$ cat src/rtl/mem_pkg.sv
// Shared constants and types for the memory initiator.
package mem_pkg;

  localparam int ADDR_W_DEF = 8;
  localparam int DATA_W_DEF = 16;
  localparam int LEN_W_DEF  = 4;

  // Memory rw pin encoding
  localparam logic RW_READ  = 1'b1;
  localparam logic RW_WRITE = 1'b0;

  // Controller states
  localparam logic [2:0] ST_IDLE     = 3'd0;
  localparam logic [2:0] ST_RD_ISSUE = 3'd1;
  localparam logic [2:0] ST_RD_DRAIN = 3'd2;
  localparam logic [2:0] ST_WR       = 3'd3;
  localparam logic [2:0] ST_WIPE     = 3'd4;

  // One read slot in flight: word present, and whether it closes the burst
  typedef struct packed {
    logic vld;
    logic last;
  } trk_t;

endpackage

$ cat src/rtl/mem_ctrl_if.sv
// CPU-side request/response bundle of the memory initiator.
interface mem_ctrl_if #(
  parameter int addr_width = 8,
  parameter int data_width = 16,
  parameter int len_width  = 4
);
  logic                  req_valid;
  logic                  req_ready;
  logic                  req_rw;
  logic [addr_width-1:0] req_addr;
  logic [len_width-1:0]  req_len;
  logic [data_width-1:0] req_wdata;
  logic                  wipe;
  logic                  busy;
  logic                  rsp_valid;
  logic [data_width-1:0] rsp_data;
  logic                  rsp_last;

  modport master (
    output req_valid, req_rw, req_addr, req_len, req_wdata, wipe,
    input  req_ready, busy, rsp_valid, rsp_data, rsp_last
  );

  modport slave (
    input  req_valid, req_rw, req_addr, req_len, req_wdata, wipe,
    output req_ready, busy, rsp_valid, rsp_data, rsp_last
  );
endinterface

$ cat src/rtl/mem_rd_track.sv
// Latency pipe tracking which memory cycles carry read words.
// Stage 1 lines up with the request on the memory pins, stage STAGES
// with the cycle in which mem_dout holds that word.
module mem_rd_track
  import mem_pkg::*;
#(
  parameter int STAGES = 2
) (
  input  logic clk,
  input  logic clr,
  input  trk_t push,
  output trk_t head
);

  trk_t [STAGES:1] vld_pipe;

  // Shift one slot per cycle; clr drops everything in flight
  always_ff @(posedge clk) begin
    if (clr) begin
      vld_pipe <= '0;
    end else begin
      vld_pipe[1] <= push;
      for (int s = 2; s <= STAGES; s++) vld_pipe[s] <= vld_pipe[s-1];
    end
  end

  assign head = vld_pipe[STAGES];

endmodule

$ cat src/rtl/mem_ctrl.sv
// Initiator for the 256x16 synchronous single-port memory: single writes,
// read bursts and whole-memory wipe, with registered pin drive and a
// response stream aligned to the memory's one-cycle read latency.
module mem_ctrl
  import mem_pkg::*;
#(
  parameter int addr_width = ADDR_W_DEF,
  parameter int data_width = DATA_W_DEF,
  parameter int len_width  = LEN_W_DEF
) (
  input  logic                  clk,
  input  logic                  clr,
  mem_ctrl_if.slave             bus,
  output logic [addr_width-1:0] mem_addr,
  output logic                  mem_ce,
  output logic                  mem_rw,
  output logic [data_width-1:0] mem_din,
  output logic                  mem_clr_n,
  input  logic [data_width-1:0] mem_dout
);

  logic [2:0]            state;
  logic [len_width-1:0]  cnt;        // words still to issue after the current one
  logic                  req_ready;
  logic                  take_read;
  trk_t                  push;
  trk_t                  head;
  logic                  rsp_valid;
  logic                  rsp_last;
  logic [data_width-1:0] rsp_data;

  assign req_ready     = (state == ST_IDLE) && !clr;
  assign take_read     = req_ready && !bus.wipe && bus.req_valid && (bus.req_rw == RW_READ);
  assign bus.req_ready = req_ready;
  assign bus.busy      = (state != ST_IDLE);
  assign bus.rsp_valid = rsp_valid;
  assign bus.rsp_last  = rsp_last;
  assign bus.rsp_data  = rsp_data;

  // Mark a read slot whenever a read address is launched this edge
  always_comb begin
    push = '0;
    if (take_read) begin
      push.vld  = 1'b1;
      push.last = (bus.req_len == '0);
    end else if (state == ST_RD_ISSUE && cnt != '0) begin
      push.vld  = 1'b1;
      push.last = (cnt == len_width'(1));
    end
  end

  mem_rd_track #(.STAGES(2)) u_track (
    .clk  (clk),
    .clr  (clr),
    .push (push),
    .head (head)
  );

  // Command FSM and memory pin registers; wipe beats a pending request
  always_ff @(posedge clk) begin
    if (clr) begin
      state     <= ST_IDLE;
      cnt       <= '0;
      mem_addr  <= '0;
      mem_ce    <= 1'b0;
      mem_rw    <= RW_READ;
      mem_din   <= '0;
      mem_clr_n <= 1'b1;
    end else begin
      case (state)
        ST_IDLE: begin
          if (bus.wipe) begin
            mem_clr_n <= 1'b0;
            mem_ce    <= 1'b0;
            state     <= ST_WIPE;
          end else if (bus.req_valid) begin
            mem_addr <= bus.req_addr;
            mem_ce   <= 1'b1;
            if (bus.req_rw == RW_READ) begin
              mem_rw <= RW_READ;
              cnt    <= bus.req_len;
              state  <= ST_RD_ISSUE;
            end else begin
              mem_rw  <= RW_WRITE;
              mem_din <= bus.req_wdata;
              state   <= ST_WR;
            end
          end
        end
        ST_RD_ISSUE: begin
          if (cnt == '0) begin
            mem_ce <= 1'b0;
            state  <= ST_RD_DRAIN;
          end else begin
            mem_addr <= mem_addr + addr_width'(1);   // wraps at top of memory
            cnt      <= cnt - len_width'(1);
          end
        end
        ST_RD_DRAIN: state <= ST_IDLE;               // last word lands this edge
        ST_WR: begin
          mem_ce <= 1'b0;
          mem_rw <= RW_READ;
          state  <= ST_IDLE;
        end
        ST_WIPE: begin
          mem_clr_n <= 1'b1;
          state     <= ST_IDLE;
        end
        default: state <= ST_IDLE;
      endcase
    end
  end

  // Capture read data only in tracked slots; mem_dout floats otherwise
  always_ff @(posedge clk) begin
    if (clr) begin
      rsp_valid <= 1'b0;
      rsp_last  <= 1'b0;
      rsp_data  <= '0;
    end else begin
      rsp_valid <= head.vld;
      rsp_last  <= head.vld & head.last;
      if (head.vld) rsp_data <= mem_dout;
    end
  end

endmodule
$ cat src/flat_wrapper.sv
// flat-port wrapper written by rule: the top's interface ports become plain ports
module mem_ctrl_flat import mem_pkg::*;
#(
  parameter int addr_width = ADDR_W_DEF,
  parameter int data_width = DATA_W_DEF,
  parameter int len_width  = LEN_W_DEF
)
  (clk, clr, mem_addr, mem_ce, mem_rw, mem_din, mem_clr_n, mem_dout, bus_req_valid, bus_req_rw, bus_req_addr, bus_req_len, bus_req_wdata, bus_wipe, bus_req_ready, bus_busy, bus_rsp_valid, bus_rsp_data, bus_rsp_last);
  mem_ctrl_if #(.addr_width(addr_width), .data_width(data_width), .len_width(len_width)) bus_i ();
  input  logic clk;
  input  logic clr;
  output logic [addr_width-1:0] mem_addr;
  output logic mem_ce;
  output logic mem_rw;
  output logic [data_width-1:0] mem_din;
  output logic mem_clr_n;
  input  logic [data_width-1:0] mem_dout;
  input wire logic [$bits(bus_i.req_valid)-1:0] bus_req_valid;
  input wire logic [$bits(bus_i.req_rw)-1:0] bus_req_rw;
  input wire logic [$bits(bus_i.req_addr)-1:0] bus_req_addr;
  input wire logic [$bits(bus_i.req_len)-1:0] bus_req_len;
  input wire logic [$bits(bus_i.req_wdata)-1:0] bus_req_wdata;
  input wire logic [$bits(bus_i.wipe)-1:0] bus_wipe;
  output wire logic [$bits(bus_i.req_ready)-1:0] bus_req_ready;
  output wire logic [$bits(bus_i.busy)-1:0] bus_busy;
  output wire logic [$bits(bus_i.rsp_valid)-1:0] bus_rsp_valid;
  output wire logic [$bits(bus_i.rsp_data)-1:0] bus_rsp_data;
  output wire logic [$bits(bus_i.rsp_last)-1:0] bus_rsp_last;
  assign bus_i.req_valid = bus_req_valid;
  assign bus_i.req_rw = bus_req_rw;
  assign bus_i.req_addr = bus_req_addr;
  assign bus_i.req_len = bus_req_len;
  assign bus_i.req_wdata = bus_req_wdata;
  assign bus_i.wipe = bus_wipe;
  assign bus_req_ready = bus_i.req_ready;
  assign bus_busy = bus_i.busy;
  assign bus_rsp_valid = bus_i.rsp_valid;
  assign bus_rsp_data = bus_i.rsp_data;
  assign bus_rsp_last = bus_i.rsp_last;
  mem_ctrl #(.addr_width(addr_width), .data_width(data_width), .len_width(len_width)) u_core (.clk(clk), .clr(clr), .bus(bus_i), .mem_addr(mem_addr), .mem_ce(mem_ce), .mem_rw(mem_rw), .mem_din(mem_din), .mem_clr_n(mem_clr_n), .mem_dout(mem_dout));
endmodule
$ cat config.mk
export PLATFORM = sky130hd
export DESIGN_NAME = mem_ctrl_flat
export DESIGN_NICKNAME = d
export VERILOG_FILES = /design/src/rtl/mem_pkg.sv /design/src/rtl/mem_ctrl_if.sv /design/src/rtl/mem_rd_track.sv /design/src/rtl/mem_ctrl.sv /design/src/flat_wrapper.sv
export SDC_FILE = /design/constraint.sdc
export NUM_CORES = 1
export LEC_CHECK = 0
export ABC_AREA = 1
export BUFFER_PORTS_ARGS = -buffer_cell sky130_fd_sc_hd__buf_4
export CORE_ASPECT_RATIO = 1.5
export CORE_MARGIN = 2
export CORE_UTILIZATION = 43
export CTS_BUF_LIST = sky130_fd_sc_hd__clkbuf_16
export DETAILED_ROUTE_END_ITERATION = 10
export PLACE_DENSITY = 0.75
export SYNTH_ARGS = -nofsm -noshare
export SYNTH_HDL_FRONTEND = slang
export SYNTH_SLANG_ARGS = --single-unit
$ cat constraint.sdc
create_clock -name clk -period 1.3 [get_ports clk]
set_input_delay 0.195 -clock clk [delete_from_list [all_inputs] [get_ports clk]]
set_output_delay 0.195 -clock clk [all_outputs]
set_load 0.05 [all_outputs]
======== Word-level counts from Yosys, hierarchy flattened ========
Index checks and enable logic that the tools add are counted.
word-level totals
  output and inout bits ................... 47
  input port bits ......................... 49
  register bits after elaboration ......... 56
  logic and storage cells ................. 79
operators by class
  bitwise logic cells ..................... 3
  reduce and logical (&&, ||, !) cells .... 23
  $add $sub $neg .......................... 2
  multiplexer cells ....................... 26
  eq/ne operators ......................... 11
operator list
  operator             number
  $mux 8               3
  $mux 4               4
  $pmux 8 s2           1
  $ne 2x2->1 const B   6
  $mux 3               3
  $add 8x1->8 const B  1
  $logic_not 4->1      2
  $pmux 4 s2           1
  $reduce_and 4->1     2
  $mux 1               7
  $mux 2               3
  $pmux 3 s2           1
  $reduce_and 3->1     2
  $reduce_bool 2->1    3
  $reduce_bool 3->1    2
  $logic_and 1x1->1    5
  $reduce_and 5->1     1
  $eq 4x1->1 const B   1
  $pmux 1 s2           2
  $reduce_and 2->1     2
  $reduce_bool 4->1    1
  $sub 4x1->4 const B  1
  $eq 3x1->1 const B   1
  $eq 3x2->1 const B   1
  other kinds (7)      9

======== Longest topological paths before layout ========
  depth in word-level cells ............... 6
  mapped depth ............................ 8
  mapped depth without buffers ............ 8

======== Cells and area by module ========
From an unflattened synthesis, not the netlist that was laid out.
unflattened totals
  cell total of the unflattened synthesis .. 337
  area, all modules ....................... 2,482.4 um^2
by module, submodules not included
  module        times used  seq. area each (um^2)  area each (um^2)  cells each
  mem_ctrl      1           1,041.0                2,357.3           323
  mem_rd_track  1           80.1                   125.1             14

======== Worst setup path before layout ========
OpenSTA, ideal clock, no wires.
  path kind ............................... register -> output
  start point ............................. register u_core.state[1]
  end point ............................... output port bus_req_ready
  cell stages (with the launch flop) ...... 4
  buffers on the path ..................... 0
  arrival time ............................ 1.640 ns
  setup slack ............................. -0.535 ns
  cell sequence ........................... dfxtp_1 > nor2_4 > nand2_1 > nor2_1
between the ends
  cells in the longest elaborated chain, start to end .. 2
ends and longest elaborated chain
  item                    RTL line            source
  from (decl)             mem_ctrl.sv:22      logic [2:0] state;
  from (signal assigned)  mem_ctrl.sv:62      state <= ST_IDLE;
  from (signal assigned)  mem_ctrl.sv:75      state <= ST_WIPE;
  from (signal assigned)  mem_ctrl.sv:82      state <= ST_RD_ISSUE;
  $logic_not 3->1         mem_ctrl.sv:32      assign req_ready = (state == ST_IDLE) && !clr;
  $logic_and 1x1->1       mem_ctrl.sv:32
  to (decl)               flat_wrapper.sv:24  output wire logic [$bits(bus_i.req_ready)-1:0] bus_req_ready;
Every way passes these cells.

======== Worst setup path in the final report ========
  start point ............................. register u_core.state[2]
  end point ............................... output port bus_req_ready
Same word-level chain as after synthesis.

==> metrics.md <==
| Metric | Value |
|---|---|
| GRT Total Usage | 20.7% |
| CTS Sinks | 56 |
| Die area | just over 6000 um2 |
| Pwr dens | roughly 1200 nW/um2 |
| Yosys cell types | 31 |
| First-pass GRT wire length | 10200 um |
| Post-layout minimum cycle time | 1.36 ns |
| Violated checks | setup timing |
| FMAX | 0.736 GHz |
| Final nets | approximately 490 |
| Final worst path period share | 104% |
| Layout cells sized above 1 | around 39% |
| Boundary Pins | 96 |
| Wirelength per Cell | between 10 and 15 um |
| Final setup vio count | 9 |
| Final Hold Vio Count | 0 |
| Main flop type after synthesis | dfxtp_1 |
| CTS H-tree lvls | 2 |
| Vias per cell | slightly below 5 |
| Total CTS buffers | 5 |
| Status | finished, violations left |
| Max IR drop VDD | approximately 0.86 mV |
| CP required | 1.11 ns |
| Worst Setup End Kind | output pin |
| Initial antenna violation count | 0 |
| Synth warn | 0 |
| Critical Path AT | approximately 1.2 ns |
| Yosys top cell area share | a little under half |
| Drt total wl | 6500 um |
| Setup TNS | -0.181 ns |
| Antenna-violating nets left | 0 |
| Switching Fraction | 31.9% |
| NetSw | between 1 and 1.5 mW |
| Hold_buf cts | 0 |
| Total number of vias | between 2k and 3k |
| Placement Cell Area | between 3000 and 4000 um2 |
| Async S/R FF share, synth | 0% |
| DRT iter0 DRCs | 160 |
| Die width | between 60 and 70 um |
| Flop pwr share | approximately 43% |
| Register area share after synthesis | a little under half |
| Largest area contributor in the netlist | dfxtp_1 |
| DRC viols | 0 |
| Seq cells post-synth | 56 |
| Post-Place Worst Slack | -0.00737 ns |
| Post-layout util | 67.0% |
| Fin area | around 3600 um2 |
| Initial Utilization | between 40% and 50% |
| Post-Syn Area | around 2400 um2 |
| Detailed placement HPWL | roughly 4500 um |
| Actual slew at the worst max-slew pin | between 0.4 and 0.5 ns |
| CTS tree | done |
| Pins over their slew limit | 0 |
| Die height | about 95 um |
| Total grt overflow | 0 |
| Clock Latency Late Sink | 0.29 ns |
| PortBufs | 95 |
| Syn Area/Cell | roughly 7.3 um2 |
| Crit-path max cell delay | 0.34 ns |
| GP Congestion | between 0.8 and 0.9 |
| Comb power frac | around 25% |
| Nature of the critical path startpoint | register |
| Clock Skew | between 0.005 and 0.006 ns |
| Post-synth EDFFs | 0 |
| Normalized max-slew margin | a little under three quarters |
| DP Cell Count | just under 500 |
| Clk slew on worst S/H paths | approximately 0.080 ns |
| Most frequent cells in the layout | buf_4 (108), nor2_1 (85), dfxtp_1 (48) |
| Area contributors post-synth | dfxtp_1 (47%), nor2_1 (14%), o21ai_0 (7.6%) |
| MaxCap Viol Count | 0 |
| CP max FO | 3 |
| Drt pass-1 iters | 4 |
| Core area | approximately 5400 um2 |
| FP Rows | 33 |
| Synthesized instance count | around 330 |
| Vias in the first global route | 2385 |
| Syn-to-layout area delta | 52.2% |
| Crit Path Category | reg2out |
| Int Pwr | 2.98 mW |
| Final Non-Filler Cells | around 510 |
| Largest net degree at the start of global routing | 38 |
| Leakage | 1.73 nW |
| Post-synthesis net count | 378 |
| Final worst slack | -0.0582 ns |
| Longest Clk Path Bufs | 2 |
| RSZ-0062 raised after global routing | yes |
| Clock power share | between 30% and 40% |
| CP max stage cell | dfxtp_2 |
| # diodes | 0 |
| Commonest non-fill, non-tap cell in the layout | buf_4 |
| Critical-path cell list | nor2_4 -> buf_6 -> nand2_4 -> nor2_4 -> buf_6 |
| CTS Root Cell | clkbuf_16 |
| Hold Path Class | in2reg |
[metrics by stage]
stage                     hold slack (ns)  power [mW]
final                               0.120        4.38
after global routing                0.119        4.59
after CTS                           0.119        4.32
after detailed placement            0.399        2.91
after global placement              0.398        2.89
after floorplan                     0.323        2.54
[worst max-delay path, delay by kind of cell, from the launching register on]
kind	cells	cell delay (ns)
flip-flops	1	0.34
buffers and inverters	2	0.26
AND/OR/NAND/NOR	3	0.25
[synth_stat cells, drive strengths merged, types with 4 or more instances]
master / n
nor2: 98
dfxtp: 56
nand2: 46
o21ai: 46
inv: 23
nand3: 15
a21oi: 12
clkbuf: 8
buf: 5
ha: 4
nand4: 4
[layout make-up]
cell class | count | area, um2
Clock inverter | 3 | 26.3
Clock buffer | 5 | 125
Multi-Input combinational cell | 233 | 1200
Sequential cell | 56 | 1140
Tap cell | 70 | 87.6
Inverter | 24 | 97.6
Fill cell | 478 | 1780
Timing Repair Buffer | 118 | 948
[repair_timing]
action | in CTS | in global routing
gates cloned | 0 | 3
resized for setup | 10 | 36
buffers inserted | 4 | 6
pin swaps | 5 | 12
setup endpoints to repair | 5 | 32
[flip-flops by register name (all words and copies together) (netlist names)]
| register | flops |
|---|---|
| u_core.u_track.head | 2 |
| u_core.state | 3 |
| u_core.bus.rsp_data | 16 |
| u_core.cnt | 4 |
| u_core.u_track.vld_pipe | 2 |
| u_core.bus.rsp_valid | 1 |
| u_core.mem_rw | 1 |
| u_core.mem_clr_n | 1 |
| u_core.mem_addr | 8 |
| u_core.mem_din | 16 |
| u_core.bus.rsp_last | 1 |
| u_core.mem_ce | 1 |
[power by group through the flow]
stage | Combinational [mW] | Clock, mW | Sequential [mW]
after floorplan | 0.352 | 0 | 2.19
after global placement | 0.962 | 0 | 1.93
after detailed placement | 0.973 | 0 | 1.93
after CTS | 1.01 | 1.41 | 1.89
after global routing | 1.18 | 1.49 | 1.91
final | 1.10 | 1.38 | 1.90
[cell families (layout without fill, tap and decap cells)]
logic type                 count (synthesis)  in the layout  synth area share [%]
DFF                                       56             56                  47.1
xor gates and xnor gates                   1              1                 0.368
AOI/OAI and AO/OA                         61             61                  13.1
adders and majority gates                  4              4                  2.10
buffers and inverters                     37            150                  6.83
and+or+nand+nor                          166            167                  30.5
[per-layer routing]
| layer | GRT usage (%) | part of all wire (%) | vias up |
|---|---|---|---|
| met5 | 0 | 0 | - |
| met4 | 6.21 | 1.8 | 0 |
| met3 | 4.72 | 5.1 | 8 |
| met2 | 38.9 | 54 | 71 |
| met1 | 22.8 | 39 | 1151 |
| li1 | - | - | 1272 |
[final timing paths]
check                                                start                     end  slack, ns  cells after the start
worst max-delay path                       u_core.state[2]           bus_req_ready      -0.06                      5
worst min-delay path                           mem_dout[2]  u_core.bus.rsp_data[2]       0.12                      3
worst max register to register             u_core.state[2]       u_core.mem_din[0]      -0.03                      7
worst min register to register  u_core.u_track.vld_pipe[0]  u_core.u_track.head[0]       0.41                      2
(Power assumes the default switching activity.)
